[src/rtl/pc_seq_if.sv]
// rtl/pc_seq_if.sv - control/status bundle between fetch control and the PC sequencer
//
// Purpose: groups the sequencer's command inputs and registered status outputs.
// Parameters must match the ones given to pc_seq.
// Signals:
//   en        advance enable (0 = stall)
//   op        0 INC, 1 JMP, 2 BR, 3 CALL, 4 RET, 5-7 behave as INC
//   cond      taken qualifier for JMP/BR
//   in        JMP/CALL target or BR signed offset
//   out       current PC
//   depth     occupied return-stack entries
//   overflow  sticky: CALL with full stack
//   underflow sticky: RET with empty stack
// Modports: master drives commands (control logic / bench), slave is the sequencer.
interface pc_seq_if #(
    parameter int WIDTH = 16,
    parameter int DEPTH = 4
);
    logic                       en;
    logic [2:0]                 op;
    logic                       cond;
    logic [WIDTH-1:0]           in;
    logic [WIDTH-1:0]           out;
    logic [$clog2(DEPTH+1)-1:0] depth;
    logic                       overflow;
    logic                       underflow;

    modport master (
        output en, op, cond, in,
        input  out, depth, overflow, underflow
    );

    modport slave (
        input  en, op, cond, in,
        output out, depth, overflow, underflow
    );
endinterface

[src/rtl/pc_seq.sv]
// rtl/pc_seq.sv - program-counter sequencer with circular return-address stack
//
// Purpose: each enabled cycle the PC increments, jumps, branches relative,
// calls (pushing the return address) or returns (popping it). All outputs
// are registered; there is no combinational path from inputs to outputs.
// Ports:
//   clk   rising-edge clock
//   rst   synchronous active-high reset (overrides en/op)
//   bus   pc_seq_if.slave: en/op/cond/in commands, out/depth/overflow/underflow status
module pc_seq #(
    parameter int WIDTH      = 16,
    parameter int DEPTH      = 4,
    parameter int RESET_ADDR = 0,
    parameter int STEP       = 1
) (
    input  logic    clk,
    input  logic    rst,
    pc_seq_if.slave bus
);

    localparam int CNT_W = $clog2(DEPTH + 1);
    localparam int PTR_W = (DEPTH > 1) ? $clog2(DEPTH) : 1;

    localparam logic [PTR_W-1:0] LAST_PTR  = PTR_W'(DEPTH - 1);
    localparam logic [CNT_W-1:0] FULL_CNT  = CNT_W'(DEPTH);
    localparam logic [WIDTH-1:0] STEP_W    = WIDTH'(STEP);
    localparam logic [WIDTH-1:0] RESET_PC  = WIDTH'(RESET_ADDR);

    typedef enum logic [2:0] {
        OP_INC  = 3'd0,
        OP_JMP  = 3'd1,
        OP_BR   = 3'd2,
        OP_CALL = 3'd3,
        OP_RET  = 3'd4
    } op_e;

    logic [WIDTH-1:0] pc_q, pc_d;
    logic [WIDTH-1:0] seq_pc;
    logic [WIDTH-1:0] stack_mem [DEPTH];
    logic [PTR_W-1:0] wr_ptr_q, wr_ptr_d;
    logic [PTR_W-1:0] top_ptr, next_ptr;
    logic [CNT_W-1:0] count_q, count_d;
    logic             overflow_q, overflow_d;
    logic             underflow_q, underflow_d;
    logic             push;
    logic             full, empty;

    assign seq_pc = pc_q + STEP_W;
    assign full   = (count_q == FULL_CNT);
    assign empty  = (count_q == '0);

    // wr_ptr always names the slot the next push will write; the newest
    // entry therefore lives one slot behind it, modulo DEPTH.
    assign top_ptr  = (wr_ptr_q == '0) ? LAST_PTR : wr_ptr_q - 1'b1;
    assign next_ptr = (wr_ptr_q == LAST_PTR) ? '0 : wr_ptr_q + 1'b1;

    always_comb begin
        pc_d        = pc_q;
        wr_ptr_d    = wr_ptr_q;
        count_d     = count_q;
        overflow_d  = overflow_q;
        underflow_d = underflow_q;
        push        = 1'b0;

        if (bus.en) begin
            case (bus.op)
                OP_JMP: pc_d = bus.cond ? bus.in : seq_pc;
                // Branch offset is relative to the current PC, not PC+STEP.
                OP_BR:  pc_d = bus.cond ? pc_q + bus.in : seq_pc;
                OP_CALL: begin
                    push     = 1'b1;
                    pc_d     = bus.in;
                    wr_ptr_d = next_ptr;
                    // A full stack keeps its count; the push lands on the
                    // oldest slot, which the circular pointer already names.
                    if (full) begin
                        overflow_d = 1'b1;
                    end else begin
                        count_d = count_q + 1'b1;
                    end
                end
                OP_RET: begin
                    if (empty) begin
                        pc_d        = seq_pc;
                        underflow_d = 1'b1;
                    end else begin
                        pc_d     = stack_mem[top_ptr];
                        wr_ptr_d = top_ptr;
                        count_d  = count_q - 1'b1;
                    end
                end
                default: pc_d = seq_pc;
            endcase
        end
    end

    always_ff @(posedge clk) begin
        if (rst) begin
            pc_q        <= RESET_PC;
            wr_ptr_q    <= '0;
            count_q     <= '0;
            overflow_q  <= 1'b0;
            underflow_q <= 1'b0;
        end else begin
            pc_q        <= pc_d;
            wr_ptr_q    <= wr_ptr_d;
            count_q     <= count_d;
            overflow_q  <= overflow_d;
            underflow_q <= underflow_d;
        end
    end

    // Stack contents are don't-care after reset, so the array carries no reset.
    always_ff @(posedge clk) begin
        if (!rst && push) begin
            stack_mem[wr_ptr_q] <= seq_pc;
        end
    end

    assign bus.out       = pc_q;
    assign bus.depth     = count_q;
    assign bus.overflow  = overflow_q;
    assign bus.underflow = underflow_q;

endmodule

[src/flat_wrapper.sv]
// flat-port wrapper written by rule: the top's interface ports become plain ports
module pc_seq_flat 
#(
    parameter int WIDTH      = 16,
    parameter int DEPTH      = 4,
    parameter int RESET_ADDR = 0,
    parameter int STEP       = 1
)
  (clk, rst, bus_en, bus_op, bus_cond, bus_in, bus_out, bus_depth, bus_overflow, bus_underflow);
  pc_seq_if #(.WIDTH(WIDTH), .DEPTH(DEPTH)) bus_i ();
  input  logic clk;
  input  logic rst;
  input wire logic [$bits(bus_i.en)-1:0] bus_en;
  input wire logic [$bits(bus_i.op)-1:0] bus_op;
  input wire logic [$bits(bus_i.cond)-1:0] bus_cond;
  input wire logic [$bits(bus_i.in)-1:0] bus_in;
  output wire logic [$bits(bus_i.out)-1:0] bus_out;
  output wire logic [$bits(bus_i.depth)-1:0] bus_depth;
  output wire logic [$bits(bus_i.overflow)-1:0] bus_overflow;
  output wire logic [$bits(bus_i.underflow)-1:0] bus_underflow;
  assign bus_i.en = bus_en;
  assign bus_i.op = bus_op;
  assign bus_i.cond = bus_cond;
  assign bus_i.in = bus_in;
  assign bus_out = bus_i.out;
  assign bus_depth = bus_i.depth;
  assign bus_overflow = bus_i.overflow;
  assign bus_underflow = bus_i.underflow;
  pc_seq #(.WIDTH(WIDTH), .DEPTH(DEPTH), .RESET_ADDR(RESET_ADDR), .STEP(STEP)) u_core (.clk(clk), .rst(rst), .bus(bus_i));
endmodule
[config.mk]
export PLATFORM = sky130hd
export DESIGN_NAME = pc_seq_flat
export DESIGN_NICKNAME = d
export VERILOG_FILES = /design/src/rtl/pc_seq_if.sv /design/src/rtl/pc_seq.sv /design/src/flat_wrapper.sv
export SDC_FILE = /design/constraint.sdc
export NUM_CORES = 1
export LEC_CHECK = 0
export ABC_AREA = 1
export ABC_CLOCK_PERIOD_IN_PS = 1700
export BUFFER_PORTS_ARGS = -buffer_cell sky130_fd_sc_hd__buf_4
export CAP_MARGIN = 30
export CORE_UTILIZATION = 25
export CTS_BUF_LIST = sky130_fd_sc_hd__clkbuf_2 sky130_fd_sc_hd__clkbuf_4 sky130_fd_sc_hd__clkbuf_8
export CTS_CLUSTER_DIAMETER = 80
export DETAILED_ROUTE_END_ITERATION = 12
export MAX_ROUTING_LAYER = met4
export SLEW_MARGIN = 10
export SYNTH_ARGS = -nofsm -noshare
export SYNTH_HDL_FRONTEND = slang
export SYNTH_SLANG_ARGS = --single-unit
[constraint.sdc]
create_clock -name clk -period 1.7 [get_ports clk]
set_input_delay 0.085 -clock clk [delete_from_list [all_inputs] [get_ports clk]]
set_output_delay 0.085 -clock clk [all_outputs]
set_load 0.02 [all_outputs]
==> metrics <==
outcome finished with violations; failing checks setup timing; TNS Setup -671 ps; post-layout net count 901; reg2reg path depth 14; Initial DRC Count approximately 450; I/O Buffers between 40 and 50; maximum root-to-sink buffer count 2; post-synthesis register bit count between 80 and 90; initial antenna violation count 0; CP Class flip-flop to flip-flop; layout cell share with drive strength beyond 1 approximately a third; Main synth FF type edfxtp_1; WP data required approximately 2000 ps; Wirelength per Cell around 15 um; Tightest Pin Transition ~420 ps; Final min period 1830 ps; asr flop ratio synth 0%; crit start category flip-flop; Initial Utilization 25.8%; Mapped Area about 0.0055 mm^2; clk_skew ~12 ps; Worst R2R Setup Slack -130 ps; CP Max Fanout 3; arrival time worst endpoint 2100 ps; setup violators final 11; cell depth of the worst setup path 14; area occupied by multi-input gates between 0.003 and 0.004 mm^2; fill count 2150; clk_lat worst skew 390 ps; pin count of the biggest net entering global routing 24; DIE HEIGHT between 150 and 200 um; ANT cells 0; FF/Latch Area approximately 0.0024 mm^2; fin crit share 108%; Hold Path Class primary input to flip-flop; dominant cell type by area after synthesis edfxtp_1; I/O pin cnt 44; top-area cell type share of the netlist area 35.1%; final hold violations 0; RSZ-0062 raised after global routing true; end point of the critical path u_core.bus.out[14]; Synth top cells by count nand2_1, nand3_1, inv_1, nor2_1, edfxtp_1; vias in the first global route 4981; maxcap violations 0; most frequent cell after synthesis nand2_1; Routed WL 17400 um; P&R area growth vs syn 38.7%; pwr/cell area roughly 720 mW/mm^2; pre-CTS WS -165 ps; Syn Nets roughly 770; Critical R2R Launch u_core.bus.out[0]; Avg Vias per Cell 4.71; synth top area cells edfxtp_1, nand2_1, dfxtp_1, nand3_1, inv_1; Row Count 53; Netlist cell types 40; sequential area share after synthesis 43.5%; Worst path slowest cell dfxtp_4; remaining antenna violation count 0; half-perimeter wire length after placement 12700 um; f_max between 0.5 and 0.6 GHz; Slew Viols, Final 0; DRC errors left 0; Post-Synthesis Cells ~730; die footprint 0.0225 mm^2; Design Area, Final 0.00760 mm^2; core area about 0.021 mm^2; Post-synth EDFFs 64; peak supply drop 0.307 mV; Worst Slack Setup Final -128 ps; start point of the critical path u_core.bus.out[0]; Crit path buffers/inverters 0; Num CTS Buffers 9; P_leak 3.28 nW; Ys Warns 0; first-pass GRT wire length around 26000 um; syn avg cell area approximately 7.5 um^2; CTS clock-pin slew for the worst setup and hold paths around 100 ps; CP endpoint kind flip-flop; most used cell, CP nand2_1; CTS tree yes; hold path start bus_in[2]; clock root cell clkbuf_8; critical-path cell list ha_4, fa_2, nand2_2, nand2_2, nand3b_1, nand2_2, nand2_2, nand2_1, nand2_1, nand3_1, nand2_1, nand2_1, nand2_1, a21oi_2; Pwr Total 0.00551 W; Total GRT Usage 16.0%; reg2reg end u_core.bus.out[14]; Clock Sink Count 87; via count approximately 5400; Worst path max stage delay 360 ps; worst hold slack ~43 ps; Max-slew headroom between 70 and 80%; Final Wtd Congestion approximately 0.95; H-tree levels 3; Post-Place Cell Area between 0.006 and 0.007 mm^2; grt ovf 0; crit-path leading delay family simple AND/OR/NAND/NOR gates; Pre-antenna DRT Iters 6; Die Wd ~150 um
-- cells in the final DEF (no fill, tap or decap), types with 13 or more instances in the layout --
| cell | synthesis | final |
|---|---|---|
| nor2_1 | 65 | 59 |
| a21oi_1 | 48 | 39 |
| edfxtp_1 | 64 | 64 |
| nand2_1 | 224 | 210 |
| nand3_1 | 85 | 74 |
| ha_4 | 0 | 13 |
| inv_1 | 76 | 71 |
| nand2_2 | 7 | 17 |
| buf_4 | 4 | 120 |
| o21ai_0 | 18 | 15 |
-- worst register-to-register path: cells and delay by family, from the launching register on --
| kind | cells | cell delay [ps] |
|---|---|---|
| AND/OR/NAND/NOR | 11 | 810 |
| flip-flops | 1 | 360 |
| AO/OA/AOI/OAI | 1 | 50 |
| adder cells (fa/ha/maj) | 2 | 520 |
-- kinds of logic (layout without fill, tap and decap cells) --
kind of cell,count (synthesis),after routing,share of synthesized area (%)
xor gates and xnor gates,11,11,1.76
DFF,87,87,43.5
AOI/OAI and AO/OA,93,93,9.56
and+or+nand+nor,408,408,32.1
adders and majority gates,22,22,5.29
buffers and inverters,107,240,7.85
-- cell type report --
type	instances	share of cell area [%]
well taps	275	4.53
multi-input cells	534	40.9
inverters	86	4.36
repair buffers	138	15.4
flip-flops and latches	87	31.8
clock inverters	6	1.28
clock buffers	10	1.73
-- worst min path at each step --
stage                                   end  cells after the start
after CTS                 u_core.bus.out[2]                      3
after global placement    u_core.bus.out[3]                      2
final                     u_core.bus.out[2]                      3
after global routing      u_core.bus.out[2]                      3
after floorplan           u_core.bus.out[2]                      2
after detailed placement  u_core.bus.out[3]                      2
-- where the power goes --
part | total, W | internal, W | switching, W | leakage (nW)
combinational | 0.00142 | 0.000604 | 0.000812 | 2.39
sequential | 0.00237 | 0.00233 | 0.0000414 | 0.775
clock | 0.00172 | 0.000868 | 0.000851 | 0.117
total | 0.00551 | 0.00381 | 0.00170 | 3.28
-- metal layers --
metal,global-route usage (%),up-vias,routed length (um),part of all wire [%]
met4,7.47,0,638,3.7
met3,2.42,45,846,4.9
met2,25.7,152,8250,48
li1,-,2659,-,-
met1,19.7,2494,7620,44
met5,-,-,0,0
-- repair_timing --
action,4_1_cts,5_1_grt
gates cloned,1,1
hold buffers,1,0
setup buffers,1,5
hold endpoints to repair,2,0
endpoints found under the setup margin,20,21
pin swaps,17,24
gates resized for setup,51,52
-- sequential cells by signal (all words and copies together) (netlist names) --
register              count
u_core.bus.underflow      1
u_core.bus.overflow       1
u_core.stack_mem         64
u_core.wr_ptr_q           2
u_core.bus.out           16
u_core.bus.depth          3
-- through the flow --
step / std cells / utilization (%)
6_report: 1136 / 35.7
4_1_cts: 1130 / 34.4
3_3_place_gp: 1111 / 31.9
2_1_floorplan: 728 / -
5_1_grt: 1136 / 35.7
3_5_place_dp: 1111 / 31.9
Power figures use the tool's default switching activity.
